--- config.mk ---
export PLATFORM = sky130hd
export DESIGN_NAME = tl_c_channel_arbiter
export DESIGN_NICKNAME = d
export VERILOG_FILES = /design/src/rtl/tl_c_pkg.sv /design/src/rtl/tl_c_channel_arbiter_rr_picker.sv /design/src/rtl/tl_c_channel_arbiter.sv
export SDC_FILE = /design/constraint.sdc
export NUM_CORES = 1
export LEC_CHECK = 0
export ABC_CLOCK_PERIOD_IN_PS = 3950
export BUFFER_PORTS_ARGS = -buffer_cell sky130_fd_sc_hd__buf_2
export CORE_AREA = 10 10 124 126
export DETAILED_ROUTE_END_ITERATION = 12
export DIE_AREA = 0 0 134 136
export HOLD_SLACK_MARGIN = 0.05
export PLACE_DENSITY_LB_ADDON = 0.05
export SLEW_MARGIN = 20
export SYNTH_ARGS = -nofsm -noshare
export SYNTH_HDL_FRONTEND = slang
export SYNTH_HIERARCHICAL = 1
export SYNTH_SLANG_ARGS = --single-unit
--- constraint.sdc ---
create_clock -name clock_i -period 3.95 [get_ports clock_i]
set_input_delay 0.395 -clock clock_i [delete_from_list [all_inputs] [get_ports clock_i]]
set_output_delay 0.395 -clock clock_i [all_outputs]
set_load 0.05 [all_outputs]
--- src/rtl/tl_c_pkg.sv ---
// tl_c_pkg: TileLink C-channel opcodes, arbiter state encoding and beat-count helpers.
package tl_c_pkg;
    localparam int unsigned C_OP_W    = 3;
    localparam int unsigned C_PARAM_W = 3;
    typedef enum logic [C_OP_W-1:0] {
        ACCESS_ACK      = 3'd0,
        ACCESS_ACK_DATA = 3'd1,
        HINT_ACK        = 3'd2,
        PROBE_ACK       = 3'd4,
        PROBE_ACK_DATA  = 3'd5,
        RELEASE         = 3'd6,
        RELEASE_DATA    = 3'd7
    } tl_c_op_e;
    typedef enum logic {IDLE, BURST} arb_state_e;
    function automatic logic has_data(input logic [C_OP_W-1:0] op);
        return op[0];
    endfunction
    // Messages no larger than one beat still occupy a single beat.
    function automatic int unsigned num_beats(input int unsigned size, input int unsigned beat_bytes);
        int unsigned b;
        b = (32'd1 << size) / beat_bytes;
        return b == 0 ? 1 : b;
    endfunction
endpackage

--- src/rtl/tl_c_channel_arbiter_rr_picker.sv ---
// rr_picker: combinational round-robin pick of the first requester at or after ptr_i, wrapping.
module rr_picker #(
    parameter int unsigned N  = 2,
    parameter int unsigned IW = (N > 1) ? $clog2(N) : 1
) (
    input  logic [N-1:0]  req_i,
    input  logic [IW-1:0] ptr_i,
    output logic [N-1:0]  gnt_oh_o,
    output logic [IW-1:0] gnt_idx_o
);
    // Lowest requester overall, then overridden by the lowest one at or above the pointer.
    always_comb begin
        gnt_idx_o = ptr_i;
        for (int i = N - 1; i >= 0; i--) if (req_i[i]) gnt_idx_o = IW'(i);
        for (int i = N - 1; i >= 0; i--) if (req_i[i] && IW'(i) >= ptr_i) gnt_idx_o = IW'(i);
    end
    assign gnt_oh_o = req_i & (N'(1) << gnt_idx_o);
endmodule

--- src/rtl/tl_c_channel_arbiter.sv ---
// tl_c_channel_arbiter: round-robin share of one TileLink C channel, locking multibeat
// messages to their requester until the last beat; zero-latency forward path.
module tl_c_channel_arbiter
    import tl_c_pkg::*;
#(
    parameter int unsigned N_REQ    = 2,
    parameter int unsigned DATA_W   = 64,
    parameter int unsigned ADDR_W   = 32,
    parameter int unsigned SOURCE_W = 3,
    parameter int unsigned SIZE_W   = 4
) (
    input  logic                         clock_i,
    input  logic                         reset_i,
    input  logic [N_REQ-1:0]             in_valid_i,
    output logic [N_REQ-1:0]             in_ready_o,
    input  logic [N_REQ*C_OP_W-1:0]      in_opcode_i,
    input  logic [N_REQ*C_PARAM_W-1:0]   in_param_i,
    input  logic [N_REQ*SIZE_W-1:0]      in_size_i,
    input  logic [N_REQ*SOURCE_W-1:0]    in_source_i,
    input  logic [N_REQ*ADDR_W-1:0]      in_address_i,
    input  logic [N_REQ*DATA_W-1:0]      in_data_i,
    input  logic [N_REQ-1:0]             in_corrupt_i,
    output logic                         out_valid_o,
    input  logic                         out_ready_i,
    output logic [C_OP_W-1:0]            out_opcode_o,
    output logic [C_PARAM_W-1:0]         out_param_o,
    output logic [SIZE_W-1:0]            out_size_o,
    output logic [SOURCE_W-1:0]          out_source_o,
    output logic [ADDR_W-1:0]            out_address_o,
    output logic [DATA_W-1:0]            out_data_o,
    output logic                         out_corrupt_o,
    output logic                         busy_o
);
    localparam int unsigned IW         = (N_REQ > 1) ? $clog2(N_REQ) : 1;
    localparam int unsigned BEAT_BYTES = DATA_W / 8;
    localparam int unsigned CNT_MAX    = 2 ** SIZE_W - 1;

    typedef struct packed {
        logic [C_OP_W-1:0]    opcode;
        logic [C_PARAM_W-1:0] param;
        logic [SIZE_W-1:0]    size;
        logic [SOURCE_W-1:0]  source;
        logic [ADDR_W-1:0]    address;
        logic [DATA_W-1:0]    data;
        logic                 corrupt;
    } beat_t;

    arb_state_e        state_q, state_d;
    logic [IW-1:0]     rr_ptr_q, rr_ptr_d, lock_id_q, lock_id_d, gnt_idx, sel;
    logic [SIZE_W-1:0] beat_cnt_q, beat_cnt_d, beats_m1;
    logic [N_REQ-1:0]  gnt_oh;
    int unsigned       extra;
    logic              fire;
    beat_t             lane [N_REQ];
    beat_t             cur;

    for (genvar g = 0; g < N_REQ; g++) begin : g_lane
        assign lane[g] = '{
            opcode:  in_opcode_i[g*C_OP_W +: C_OP_W],
            param:   in_param_i[g*C_PARAM_W +: C_PARAM_W],
            size:    in_size_i[g*SIZE_W +: SIZE_W],
            source:  in_source_i[g*SOURCE_W +: SOURCE_W],
            address: in_address_i[g*ADDR_W +: ADDR_W],
            data:    in_data_i[g*DATA_W +: DATA_W],
            corrupt: in_corrupt_i[g]
        };
    end

    rr_picker #(.N(N_REQ), .IW(IW)) u_pick (
        .req_i     (in_valid_i),
        .ptr_i     (rr_ptr_q),
        .gnt_oh_o  (gnt_oh),
        .gnt_idx_o (gnt_idx)
    );

    assign sel      = (state_q == BURST) ? lock_id_q : gnt_idx;
    assign cur      = lane[sel];
    assign fire     = out_valid_o & out_ready_i;
    assign extra    = has_data(cur.opcode) ? num_beats(32'(cur.size), BEAT_BYTES) - 1 : 0;
    assign beats_m1 = (extra > CNT_MAX) ? SIZE_W'(CNT_MAX) : SIZE_W'(extra);

    always_ff @(posedge clock_i) begin
        if (reset_i) begin
            state_q    <= IDLE;
            rr_ptr_q   <= '0;
            lock_id_q  <= '0;
            beat_cnt_q <= '0;
        end else begin
            state_q    <= state_d;
            rr_ptr_q   <= rr_ptr_d;
            lock_id_q  <= lock_id_d;
            beat_cnt_q <= beat_cnt_d;
        end
    end

    always_comb begin
        state_d    = state_q;
        rr_ptr_d   = rr_ptr_q;
        lock_id_d  = lock_id_q;
        beat_cnt_d = beat_cnt_q;
        if (fire && state_q == IDLE) begin
            rr_ptr_d = (gnt_idx == IW'(N_REQ - 1)) ? '0 : gnt_idx + 1'b1;
            if (beats_m1 != '0) begin
                state_d    = BURST;
                lock_id_d  = gnt_idx;
                beat_cnt_d = beats_m1;
            end
        end else if (fire) begin
            beat_cnt_d = beat_cnt_q - 1'b1;
            state_d    = (beat_cnt_q == SIZE_W'(1)) ? IDLE : BURST;
        end
    end

    always_comb begin
        busy_o        = state_q == BURST;
        out_valid_o   = busy_o ? in_valid_i[lock_id_q] : |in_valid_i;
        in_ready_o    = !out_ready_i ? '0 : busy_o ? N_REQ'(1) << lock_id_q : gnt_oh;
        out_opcode_o  = cur.opcode;
        out_param_o   = cur.param;
        out_size_o    = cur.size;
        out_source_o  = cur.source;
        out_address_o = cur.address;
        out_data_o    = cur.data;
        out_corrupt_o = cur.corrupt;
    end

    a_grant_only: assert property (@(posedge clock_i) disable iff (reset_i)
        (in_valid_i & in_ready_o & ~(N_REQ'(1) << sel)) == '0);
    a_burst_hdr: assert property (@(posedge clock_i) disable iff (reset_i)
        state_q == BURST && $past(state_q == BURST) |->
        $stable({cur.opcode, cur.size, cur.source, cur.address}));
endmodule
; Word-level counts from Yosys, hierarchy flattened
; Cells that the tools add are included.
[word_totals]
rom_bits = 0
output_inout_bits = 114
latchBits = 0
n_memories = 0
wordCells = 54
reg_bits = 7
ram_bits = 0
in_bits = 225
[classes]
n_bitwise = 4
n_reduce_logical = 9
muxes = 24
add_sub_neg = 3
mul = 0
eq_ne = 2
shift = 3
order_cmp = 5
div = 0
[op_table]
columns = cell, n
row1 = $mux 110, 3
row2 = $gt 32x4->1 const B, 1
row3 = $logic_not 32->1, 1
row4 = $mux 32, 1
row5 = $shl 1x4->32 const A, 1
row6 = $sub 29x1->30 const B, 1
row7 = $mux 29, 1
row8 = $mux 4, 4
row9 = $mux 1, 13
row10 = $eq 4x1->1 const B, 1
row11 = $mux 2, 2
row12 = $reduce_and 2->1, 2
row13 = $reduce_bool 4->1, 1
row14 = $shl 1x1->2 const A, 2
row15 = $sub 4x1->4 const B, 1
row16 = $logic_and 1x1->1, 3
row17 = $and 2x2->2, 1
row18 = $ge 1x1->1 const A, 2
row19 = $ge 2x2->1 const B, 1
row20 = $lt 1x2->1 const B, 1
row21 = $ne 2x1->1 const B, 1
row22 = $not 1->2, 1
row23 = $reduce_bool 2->1, 1
row24 = $reduce_or 2->1, 1
row25 = 3 further kinds, 3

; Longest topological paths before layout
; Gate-level depths: netlist (run 1).
[logic_depth]
ltp_word = 19
ltp_mapped = 13
ltp_nobuf = 11

; Hierarchy
; The synthesis (run 1) kept the hierarchy.
[by_module_without_submodules]
columns = module, area_per_inst_um2, cells_per_inst, seq_area_each_um2, instances
row1 = tl_c_channel_arbiter, 2005.7, 214, 140.1, 1
row2 = rr_picker, 27.5, 4, 0.0, 1

; Least setup slack after synthesis (run 1)
; No wires, ideal clock.
[synth_timing]
path_type = register -> register
startpoint = reg state_q, in the netlist busy_o
endpoint = reg beat_cnt_q[1]
path_buffers = 2
setup_ns = 0.122
period_less_slack_ns = 3.266
slack_ns = 0.684
arrival_time_ns = 3.145
required_ns = 3.828
stages_incl_launch_ff = 11
cell_sequence = dfxtp_1 buf_6 mux2i_4 buf_4 mux2_2 or2_1 ha_1 xnor2_1 o32a_1 nand2_1 o311a_1
[synth_between]
elab_chain_cells = 15
word_cells_on_any_way = 22
classes_between = add/sub: 1 / order compare: 1 / eq/ne: 1 / shift: 1 / mux: 10 / bitwise: 3 / reduce/logical: 5
[synth_lines]
columns = element, line_no
row1 = from (decl), tl_c_channel_arbiter.sv:48  ; arb_state_e state_q, state_d;
row2 = from (signal assigned), tl_c_channel_arbiter.sv:89  ; state_q <= state_d;
row3 = $mux 1 (*), tl_c_channel_arbiter.sv:76  ; assign sel = (state_q == BURST) ? lock_id_q : gnt_idx;
row4 = $not 1->2 (implied by the code) (*), tl_c_channel_arbiter.sv:77  ; assign cur = lane[sel];
row5 = $mux 110 (implied by the code) (*) (3 in a row), tl_c_channel_arbiter.sv:77
row6 = named net out_size_o[0], tl_c_channel_arbiter.sv:27  ; output logic [SIZE_W-1:0] out_size_o,
row7 = $shl 1x4->32 (*), tl_c_pkg.sv:21  ; b = (32'd1 << size) / beat_bytes;
row8 = $logic_not 32->1, tl_c_pkg.sv:22  ; return b == 0 ? 1 : b;
row9 = $mux 29 (*), tl_c_pkg.sv:22
row10 = $sub 29x1->30 (*), tl_c_channel_arbiter.sv:79  ; assign extra = has_data(cur.opcode) ? num_beats(32'(cur.size), BEAT_BYTES) - 1 : 0;
row11 = $mux 32 (*), tl_c_channel_arbiter.sv:79
row12 = $gt 32x4->1, tl_c_channel_arbiter.sv:80  ; assign beats_m1 = (extra > CNT_MAX) ? SIZE_W'(CNT_MAX) : SIZE_W'(extra);
row13 = $mux 4 (*), tl_c_channel_arbiter.sv:80
row14 = $reduce_bool 4->1, tl_c_channel_arbiter.sv:103  ; if (beats_m1 != '0) begin
row15 = $ne 2x1->1 (no source line), n/a
row16 = $reduce_and 2->1 (no source line), n/a
row17 = to (signal assigned), tl_c_channel_arbiter.sv:92  ; beat_cnt_q <= beat_cnt_d;
row18 = to (decl), tl_c_channel_arbiter.sv:50  ; logic [SIZE_W-1:0] beat_cnt_q, beat_cnt_d, beats_m1;
; The timed path passes the listed nets; every way through them passes the cells marked *. The select of a mux whose other input is x is not followed.
; A chain may end at the register's enable or synchronous reset.

; Final worst setup path (run 1)
[layout_timing]
startpoint = in in_valid_i[0]
endpoint = reg beat_cnt_q[1]
[layout_between]
elab_chain_cells = 18
word_cells_on_any_way = 28
classes_between = add/sub: 1 / order compare: 1 / eq/ne: 1 / shift: 1 / mux: 15 / bitwise: 2 / reduce/logical: 7
[layout_lines]
columns = element, line_no
row1 = from (decl), tl_c_channel_arbiter.sv:14  ; input logic [N_REQ-1:0] in_valid_i,
row2 = $mux 1, tl_c_channel_arbiter_rr_picker.sv:14  ; for (int i = N - 1; i >= 0; i--) if (req_i[i]) gnt_idx_o = IW'(i);
row3 = $mux 1, tl_c_channel_arbiter_rr_picker.sv:15  ; for (int i = N - 1; i >= 0; i--) if (req_i[i] && IW'(i) >= ptr_i) gnt_idx_o = IW'(i);
row4 = $mux 1 (*), tl_c_channel_arbiter_rr_picker.sv:15
row5 = named net gnt_idx, tl_c_channel_arbiter.sv:49  ; logic [IW-1:0] rr_ptr_q, rr_ptr_d, lock_id_q, lock_id_d, gnt_idx, sel;
row6 = $mux 1 (*), tl_c_channel_arbiter.sv:76
row7 = $not 1->2 (implied by the code) (*), tl_c_channel_arbiter.sv:77
row8 = $mux 110 (implied by the code) (*) (3 in a row), tl_c_channel_arbiter.sv:77
row9 = $shl 1x4->32, tl_c_pkg.sv:21
row10 = $logic_not 32->1, tl_c_pkg.sv:22
row11 = $mux 29, tl_c_pkg.sv:22
row12 = $sub 29x1->30, tl_c_channel_arbiter.sv:79
row13 = $mux 32 (*), tl_c_channel_arbiter.sv:79
row14 = $gt 32x4->1, tl_c_channel_arbiter.sv:80
row15 = $mux 4 (*), tl_c_channel_arbiter.sv:80
row16 = $reduce_bool 4->1, tl_c_channel_arbiter.sv:103
row17 = $ne 2x1->1 (no source line), n/a
row18 = $reduce_and 2->1 (no source line), n/a
; Marks and branches as above.

==> summary.txt, run 1 <==
Run status
  • Status: completed

Pwr
  • PwrDens: 319 mW/mm2
  • Peak VDD IR: 0.000146 V
  • Static Leakage: 2.09 nW

Worst setup path
  • R2R Path Start: busy_o
  • Worst-path cell chain: buf_2 > inv_1 > maj3_2 > mux2i_4 > buf_4 > a21oi_1 > ha_1 > xnor2_1 > o32a_1 > nand2_1 > o311a_1
  • Reg2reg setup slack: 0.80 ns
  • Data arrival, critical path: 3.28 ns
  • CP endpoint kind: flop
  • Buf/Inv on CP: 3
  • Critical Path Start Type: primary input
  • Worst reg2reg path endpoint: beat_cnt_q[1]
  • Req. time, crit path: 4.06 ns
  • Crit-path max FO: 51
  • Max incr delay on CP: 0.56 ns
  • Critical path class: primary input to flop
  • Critical path's top delay family: compound AO/OA/AOI/OAI gates
  • Slowest library cell on the worst path: buf_4
  • Reg2Reg Depth: 8

GRT
  • Global-route wire length before repair: 20.7 mm
  • GRT Resource Usage Total: 0.147
  • Initial antenna violation count: 3
  • Total grt overflow: 0
  • Largest net degree at the start of global routing: 52
  • Vias in the first global route: 3,245

Drt
  • Drc violations: 0
  • Post-route ant nets: 0
  • First-pass iteration count of the detailed router: 4
  • DRT iter0 DRCs: 75
  • Vias: 3,087
  • Vias per cell: 4.24
  • Final WL: 15.1 mm
  • Drt wl/cell: 20.8 um

Place
  • Placer Congestion: 0.916
  • Placed insts: 721
  • Port Buffer Count: 338
  • Dpl hpwl: 14.0 mm
  • Dpl cell area: 0.00390 mm2

CTS
  • Clock root buffer: clkbuf_16
  • Worst-Skew Late Latency: 0.23 ns
  • CTS Buf Count: 3
  • CTS tree: yes
  • Worst-path clk slew: 0.04 ns
  • H-tree levels: 1
  • Hold buffers post-CTS: 0
  • # resized after CTS: 0
  • Clk sinks: 7
  • Max clock buf depth: 2
  • Setup bufs post-CTS: 0

Die
  • Die area: 0.0182 mm2
  • IO Pins: 339
  • Width of the die: 134 um
  • # rows: 42
  • Core area: 0.0130 mm2
  • Starting Density: 0.157
  • Die H: 136 um

Yosys
  • Leading post-synthesis cells by cell area: mux2_2, dfxtp_1, buf_2, mux2i_1, a21oi_1
  • Synth Area in Compound Gates: 0.109
  • Ys async rst share: 0
  • Post-synthesis mux area share: 0.634
  • Cells after synthesis: 218
  • #FFs+latches synth: 7
  • Synth Net Count: 446
  • Combinational family with the most area after synthesis: multiplexers
  • Seq/Total Area, Yosys: 0.0689
  • Yosys warnings: 6
  • Synth Flop Type: dfxtp_1
  • Syn_area_per_cell: 9.33 um2
  • Post-Synth Adder-Cell Area: 0.0240
  • Yosys cell types: 47
  • Xor/xnor share of the synthesized area: 0.00862
  • Area leader, netlist: mux2_2
  • Post-synthesis simple-gate area fraction: 0.0991
  • Post-synth EDFFs: 0
  • Yosys top cell area share: 0.598
  • Mapped Area: 0.00203 mm2

Min path
  • Min-delay src: reset_i
  • Worst hold endpoint: beat_cnt_q[0]
  • Hold Path Class: primary input to flop
  • Worst Hold Depth: 2

Cells and area
  • # nets final: 778
  • Non-Filler Instances: 728
  • Fin area: 0.00398 mm2
  • Utilization after layout: 0.307
  • Layout fillers: 1,415
  • Layout cells sized above 1: 0.838
  • Area delta synth->final: 95.9%

Timing
  • Setup Viol. Count Final: 0
  • Hold Vio Cnt, Final: 0
  • Worst Skew: 0.00351 ns
  • Pins Over Slew Limit: 0
  • Crit share post-route: 0.801
  • Min Tclk post-route: 3.16 ns
  • Fin Setup TNS: 0 ns
  • Slew margin rel.: 0.548
  • Worst Max-Slew Pin Slew: 0.677 ns
  • Hold Slack: 0.460 ns
  • RSZ-0062 raised after global routing: no
  • Fmax: 0.316 GHz

Flow run
  • Max cap viols: 0
cells in the mapped netlist (3+ instances only):
cell	instances
a21oi_1	8
buf_2	11
dfxtp_1	7
ha_1	3
inv_1	7
mux2_2	108
mux2i_1	5
nand2_1	3
nand3_1	4
nand3b_1	5
nor2_1	10
o211ai_1	3
o21ai_0	4
area by class of cell:
type / count / area (um2) / area share
Timing Repair Buffer: 343 / 1730 / 0.434
Inverter: 8 / 30.0 / 0.00754
Antenna cell: 3 / 7.51 / 0.00188
Sequential cell: 7 / 140 / 0.0352
Tap cell: 176 / 220 / 0.0553
Multi-Input combinational cell: 187 / 1780 / 0.446
Clock buffer: 4 / 78.8 / 0.0198
layer usage:
layer	GRT usage	wire [um]	vias up
met5	0	27	-
met4	0.0266	175	4
met3	0.0775	1840	12
met2	0.283	8120	196
met1	0.136	4950	1376
li1	-	-	1499
logic make-up after synthesis:
| kind of cell | count (synthesis) |
|---|---|
| flip-flops | 7 |
| multiplexers | 114 |
| XOR/XNOR | 2 |
| AND/OR/NAND/NOR | 36 |
| AO/OA/AOI/OAI | 31 |
| buffers and inverters | 24 |
| adder cells (fa/ha/maj) | 4 |
per-stage QoR:
step / worst slack [ns] / total power (W)
after floorplan: 0.684 / 0.000822
after CTS: 0.744 / 0.00129
after detailed placement: 0.513 / 0.00111
after global routing: 0.550 / 0.00133
after global placement: 0.587 / 0.00111
final: 0.787 / 0.00127
worst register-to-register path, delay by kind of cell, from the launching register on:
kind            cells  cell delay, ns
compound gates      3            0.82
buf+inv             1            0.56
flops               1            0.54
mux                 1            0.43
xor+xnor            1            0.33
fa+ha+maj           1            0.26
simple gates        1            0.11
worst max-delay path by stage:
stage | end | cells after the start | from | slack (ns)
finish | beat_cnt_q[1] | 11 | in_valid_i[0] | 0.79
global route | beat_cnt_q[1] | 8 | busy_o | 0.55
CTS | beat_cnt_q[1] | 11 | in_valid_i[0] | 0.74
detailed placement | beat_cnt_q[1] | 11 | in_valid_i[0] | 0.51
global placement | beat_cnt_q[1] | 11 | in_valid_i[0] | 0.59
floorplan | beat_cnt_q[1] | 10 | busy_o | 0.68
where the power goes:
part,internal (W),switching [W],leakage [nW]
clock network,0.000134,0.0000369,0.0382
registers,0.0000784,0.00000984,0.0575
logic,0.000325,0.000685,1.99
total,0.000538,0.000732,2.09
state kept, by name, summed over array words and instances (netlist names):
signal,cells
beat_cnt_q,4
busy_o,1
lock_id_q,1
rr_ptr_q,1
layout by cell type, fill, tap and decap left out, types with 2 or more instances in the layout:
cell type / instances
dfxtp_1: 7
diode_2: 3
buf_4: 5
mux2i_1: 5
xnor2_1: 2
o211ai_1: 3
nand3_1: 4
ha_1: 3
o31ai_1: 2
nand2b_1: 2
clkbuf_16: 3
buf_2: 338
nor2_1: 10
a21oi_1: 8
nor3_1: 2
o21ai_0: 4
inv_1: 7
mux2_2: 108
nor3b_1: 2
nand3b_1: 5
nand2_1: 3
(Power assumes the default switching activity.)
==> inputs of run 2 (changes only) <==
Settings changed: ABC_CLOCK_PERIOD_IN_PS 3950 to 2600.
Clock period 3.95 ns to 2.6 ns, I/O delays scaled along.
==> summary.txt, run 2 (synthesis results as in run 1) <==
Run status
  • Status: finished with violations (was completed)
  • Failing checks: negative setup slack

Drt
  • Post-route ant nets: 0 (unchanged)
  • Drc violations: 0 (unchanged)
  • Vias: 3,130 (was 3,087)
  • Final WL: 15.5 mm (was 15.1 mm)
  • Vias per cell: 4.20 (was 4.24)
  • First-pass iteration count of the detailed router: 4 (unchanged)
  • DRT iter0 DRCs: 60 (was 75)
  • Drt wl/cell: 20.7 um (was 20.8 um)

Timing
  • Fmax: 0.366 GHz
  • Worst Skew: 0.00133 ns (was 0.00351 ns)
  • RSZ-0062 raised after global routing: yes (was no)
  • Setup Viol. Count Final: 4 (was 0)
  • Hold Vio Cnt, Final: 0 (unchanged)
  • Slew margin rel.: 0.604 (was 0.548)
  • Worst Max-Slew Pin Slew: 0.593 ns (was 0.677 ns)
  • Crit share post-route: 1.05
  • Min Tclk post-route: 2.73 ns
  • Pins Over Slew Limit: 0 (unchanged)
  • Post-layout worst setup margin: -0.129 ns (was 0.787 ns)

CTS
  • Max clock buf depth: 2 (unchanged)
  • Clk sinks: 7 (unchanged)
  • CTS tree: yes (unchanged)
  • Worst-path clk slew: 0.04 ns (about the same)
  • Worst-Skew Late Latency: 0.23 ns (about the same)
  • Clock root buffer: clkbuf_16 (unchanged)
  • CTS Buf Count: 3 (unchanged)
  • H-tree levels: 1 (unchanged)

GRT
  • Largest net degree at the start of global routing: 48 (was 52)
  • Total grt overflow: 0 (unchanged)
  • Initial antenna violation count: 3 (unchanged)
  • GRT Resource Usage Total: 0.156 (was 0.147)
  • Vias in the first global route: 3,551 (was 3,245)
  • Global-route wire length before repair: 21.9 mm (was 20.7 mm)

Pwr
  • Static Leakage: 2.22 nW (was 2.09 nW)
  • Total Power: 0.00201 W (was 0.00127 W)
  • Peak VDD IR: 0.000208 V (was 0.000146 V)
  • P_int: 0.000874 W (was 0.000538 W)
  • Net switching power: 0.00114 W (was 0.000732 W)
  • Logic pwr share: 0.804 (was 0.796)
  • Sequential power share: 0.065 (was 0.069)
  • Clk pwr share: 0.131 (was 0.135)
  • Switch share: 0.566 (was 0.576)
  • PwrDens: 476 mW/mm2 (was 319 mW/mm2)

Cells and area
  • Area delta synth->final: 108% (was 95.9%)
  • # nets final: 798 (was 778)
  • Utilization after layout: 0.326 (was 0.307)
  • Commonest non-fill, non-tap cell in the layout: buf_2 (unchanged)
  • Most frequent cells in the layout: buf_2, mux2_2, buf_4 (was buf_2, mux2_2, nor2_1)
  • Largest Register: beat_cnt_q (unchanged)
  • Layout fillers: 1,445 (was 1,415)
  • Layout cells sized above 1: 0.863 (was 0.838)
  • Max FFs per register: 4 (unchanged)

Worst setup path
  • Critical path destination: beat_cnt_q[3] (was beat_cnt_q[1])
  • Worst reg2reg path endpoint: beat_cnt_q[3] (was beat_cnt_q[1])
  • Reg2reg setup slack: -0.13 ns (was 0.80 ns)
  • Req. time, crit path: 2.75 ns (was 4.06 ns)
  • R2R Path Start: rr_ptr_q (was busy_o)
  • Worst Setup SP: rr_ptr_q (was in_valid_i[0])
  • Crit-path max FO: 5 (was 51)
  • Data arrival, critical path: 2.87 ns (was 3.28 ns)
  • CP endpoint kind: flop (unchanged)
  • Reg2Reg Depth: 10 (was 8)
  • Critical Path Start Type: flop (was primary input)
  • Critical path class: flop to flop (was primary input to flop)

Min path
  • Min-delay src: reset_i (unchanged)
  • Hold Path Class: primary input to flop (unchanged)

Place
  • Dpl hpwl: 14.1 mm (was 14.0 mm)
  • Placer Congestion: 0.804 (was 0.916)
  • Port Buffer Count: 338 (unchanged)

Die
  • Die area: 0.0182 mm2 (unchanged)
  • Core area: 0.0130 mm2 (unchanged)
  • Starting Density: 0.157 (unchanged)
  • Width of the die: 134 um (unchanged)
  • # rows: 42 (unchanged)
  • Die H: 136 um (unchanged)
  • IO Pins: 339 (unchanged)

Flow run
  • Max cap viols: 0 (unchanged)
==> run 2: cell types whose count changed in the layout (fill, tap and decap cells not counted), moves of 2 or more <==
cell	change
buf_4	+17
buf_8	+2
dfxtp_1	-2
diode_2	-2
o21ai_0	-2
xnor2_1	-2
==> run 2: critical path, cell delays in order, from the launching register on <==
cell      delay [ns]
dfxtp_2         0.31
maj3_2          0.33
mux2i_4         0.26
mux2i_2         0.27
o21ai_1         0.10
or2_4           0.26
ha_4            0.28
nand3b_1        0.11
o32a_1          0.39
a311o_1         0.28
o31ai_1         0.06
==> run 2: through the flow <==
stage                     std cells  hold WS [ns]  instance area (um2)  setup slack, ns  setup TNS (ns)
after floorplan                 218         0.507                 2080           -0.218          -0.585
after global placement          737         0.557                 4060           -0.257           -1.17
after detailed placement        737         0.559                 4060           -0.297           -1.28
after CTS                       745         0.323                 4200           -0.125          -0.413
after global routing            746         0.340                 4230           -0.247           -1.04
final                           746         0.318                 4230           -0.129          -0.325
==> run 2: final cells by class <==
class | count | area [um2] | area share
diodes | 1 | 2.50 | 0.000592
clock buffers | 4 | 78.8 | 0.0186
inverters | 8 | 30.0 | 0.00710
multi-input cells | 187 | 1860 | 0.439
flip-flops and latches | 7 | 145 | 0.0343
well taps | 176 | 220 | 0.0521
repair buffers | 363 | 1900 | 0.449
==> run 2: how the worst min path moves through the flow <==
| stage | endpoint | cells after the start | slack (ns) |
|---|---|---|---|
| finish | beat_cnt_q[0] | 2 | 0.32 |
| global route | beat_cnt_q[0] | 2 | 0.34 |
| CTS | beat_cnt_q[0] | 2 | 0.32 |
| detailed placement | beat_cnt_q[3] | 3 | 0.56 |
| global placement | beat_cnt_q[3] | 3 | 0.56 |
| floorplan | rr_ptr_q | 2 | 0.51 |
==> run 2: what timing repair did <==
action / in CTS / in global routing
hold buffers: 0 / 0
gates resized for setup: 7 / 9
setup endpoints to repair: 81 / 82
buffers inserted: 4 / 2
pin swaps: 4 / 4
==> run 2: metal layers <==
layer	routed length (um)	GRT usage
met1	4990	0.145
met2	8890	0.316
met3	1340	0.0601
met4	222	0.0296
met5	34	0
==> run 2: power by group through the flow <==
stage / Sequential (W) / Combinational [W] / Clock [W]
after floorplan: 0.000134 / 0.00113 / 0
after global placement: 0.000132 / 0.00160 / 0
after detailed placement: 0.000131 / 0.00160 / 0
after CTS: 0.000130 / 0.00163 / 0.000267
after global routing: 0.000132 / 0.00170 / 0.000273
final: 0.000130 / 0.00162 / 0.000264
==> inputs of run 3 (changes only) <==
Settings changed: CTS_BUF_LIST from default to sky130_fd_sc_hd__clkbuf_16.
==> summary.txt, run 3 (synthesis results as in run 1) <==
Drt
  • Vias: 3,130 (unchanged)
  • Vias per cell: 4.20 (unchanged)
  • First-pass iteration count of the detailed router: 4 (unchanged)
  • Drt wl/cell: 20.7 um (about the same)
  • Final WL: 15.5 mm (about the same)
  • Drc violations: 0 (unchanged)
  • DRT iter0 DRCs: 60 (unchanged)
  • Post-route ant nets: 0 (unchanged)

Worst setup path
  • Reg2reg setup slack: -0.13 ns (about the same)
  • Req. time, crit path: 2.75 ns (about the same)
  • Reg2Reg Depth: 10 (unchanged)
  • Worst reg2reg path endpoint: beat_cnt_q[3] (unchanged)
  • Critical path class: flop to flop (unchanged)
  • R2R Path Start: rr_ptr_q (unchanged)
  • Critical path destination: beat_cnt_q[3] (unchanged)
  • Crit-path max FO: 5 (unchanged)
  • CP endpoint kind: flop (unchanged)
  • Data arrival, critical path: 2.88 ns (was 2.87 ns)
  • Critical Path Start Type: flop (unchanged)
  • Worst Setup SP: rr_ptr_q (unchanged)

Cells and area
  • Layout cells sized above 1: 0.863 (unchanged)
  • # nets final: 798 (unchanged)
  • Largest Register: beat_cnt_q (unchanged)
  • Most frequent cells in the layout: buf_2, mux2_2, buf_4 (unchanged)
  • Utilization after layout: 0.326 (unchanged)
  • Layout fillers: 1,445 (unchanged)
  • Max FFs per register: 4 (unchanged)
  • Reg area: 145 um2 (unchanged)
  • Commonest non-fill, non-tap cell in the layout: buf_2 (unchanged)
  • Area occupied by multi-input gates: 0.00186 mm2 (unchanged)
  • Area delta synth->final: 108% (unchanged)

Place
  • Port Buffer Count: 338 (unchanged)
  • Dpl hpwl: 14.1 mm (unchanged)
  • Worst slack at placement: -0.297 ns (unchanged)
  • Placer Congestion: 0.804 (unchanged)

Die
  • IO Pins: 339 (unchanged)
  • Width of the die: 134 um (unchanged)
  • # rows: 42 (unchanged)
  • Die H: 136 um (unchanged)
  • Starting Density: 0.157 (unchanged)
  • Core area: 0.0130 mm2 (unchanged)
  • Die area: 0.0182 mm2 (unchanged)

Timing
  • RSZ-0062 raised after global routing: yes (unchanged)
  • Post-layout worst setup margin: -0.130 ns (was -0.129 ns)
  • Slew margin rel.: 0.604 (unchanged)
  • Worst Max-Slew Pin Slew: 0.593 ns (unchanged)
  • Min Tclk post-route: 2.73 ns (about the same)
  • Fmax: 0.366 GHz (about the same)
  • Crit share post-route: 1.05 (about the same)
  • Worst Skew: 0.00105 ns (was 0.00133 ns)
  • Hold Vio Cnt, Final: 0 (unchanged)
  • Pins Over Slew Limit: 0 (unchanged)
  • Setup Viol. Count Final: 4 (unchanged)

GRT
  • Initial antenna violation count: 3 (unchanged)
  • Vias in the first global route: 3,551 (unchanged)
  • Total grt overflow: 0 (unchanged)
  • Global-route wire length before repair: 21.9 mm (unchanged)
  • Largest net degree at the start of global routing: 48 (unchanged)
  • GRT Resource Usage Total: 0.156 (unchanged)

Run status
  • Status: finished with violations (unchanged)
  • Failing checks: negative setup slack (unchanged)

CTS
  • Hold buffers post-CTS: 0 (unchanged)
  • H-tree levels: 1 (unchanged)
  • Max clock buf depth: 2 (unchanged)
  • Worst-path clk slew: 0.04 ns (about the same)
  • Worst-Skew Late Latency: 0.23 ns (about the same)
  • Clock root buffer: clkbuf_16 (unchanged)
  • CTS Buf Count: 3 (unchanged)
  • CTS tree: yes (unchanged)
  • Clk sinks: 7 (unchanged)

Pwr
  • PwrDens: 475 mW/mm2 (was 476 mW/mm2)
  • Peak VDD IR: 0.000208 V (unchanged)
  • Static Leakage: 2.22 nW (about the same)

Flow run
  • Max cap viols: 0 (unchanged)

Min path
  • Hold Path Class: primary input to flop (unchanged)
run 3: changes by cell type in the layout (fill, tap and decap cells not counted), sizes merged:
cell    change
clkbuf      -1
inv         +1
run 3: how the worst min path moves through the flow:
stage	from	to	slack [ns]	cells past startpoint
floorplan	rr_ptr_q	rr_ptr_q	0.51	2
global placement	beat_cnt_q[3]	beat_cnt_q[3]	0.56	3
detailed placement	beat_cnt_q[3]	beat_cnt_q[3]	0.56	3
CTS	reset_i	beat_cnt_q[0]	0.32	2
global route	reset_i	beat_cnt_q[0]	0.34	2
finish	reset_i	beat_cnt_q[0]	0.32	2
run 3: worst max-delay path, cell delays in order, from the launching register on:
cell	delay, ns
dfxtp_2	0.31
maj3_2	0.33
mux2i_4	0.26
mux2i_2	0.27
o21ai_1	0.10
or2_4	0.26
ha_4	0.28
nand3b_1	0.11
o32a_1	0.39
a311o_1	0.28
o31ai_1	0.06
run 3: area by class of cell:
| cell class | instances | share of cell area |
|---|---|---|
| diodes | 1 | 0.000592 |
| clock buffers | 3 | 0.0177 |
| clock inverters | 1 | 0.000887 |
| inverters | 8 | 0.00710 |
| multi-input cells | 187 | 0.439 |
| flip-flops and latches | 7 | 0.0343 |
| well taps | 176 | 0.0521 |
| repair buffers | 363 | 0.449 |
run 3: metal layers:
layer	vias to the layer above	GRT usage	wire, um
met1	1433	0.145	4990
met5	-	0	34
met4	4	0.0296	222
met2	142	0.316	8890
met3	14	0.0601	1340
li1	1537	-	-
run 3: stage by stage:
stage	hold WS (ns)	TNS [ns]	std cells	total power (W)	area, um2
2_1_floorplan	0.507	-0.585	218	0.00126	2080
3_3_place_gp	0.557	-1.17	737	0.00173	4060
3_5_place_dp	0.559	-1.28	737	0.00173	4060
4_1_cts	0.323	-0.413	745	0.00202	4200
5_1_grt	0.340	-1.04	746	0.00211	4230
6_report	0.318	-0.327	746	0.00201	4230
run 3: power by group:
group          switching (W)  internal, W  total (W)
Clock              0.0000603     0.000200   0.000261
Combinational        0.00107     0.000550    0.00162
Sequential         0.0000111     0.000119   0.000130
Total                0.00114     0.000870    0.00201
run 3: timing repair:
action | in CTS | in global routing
setup buffers | 4 | 2
pin swaps | 4 | 4
gates resized for setup | 7 | 9
endpoints found under the setup margin | 81 | 82
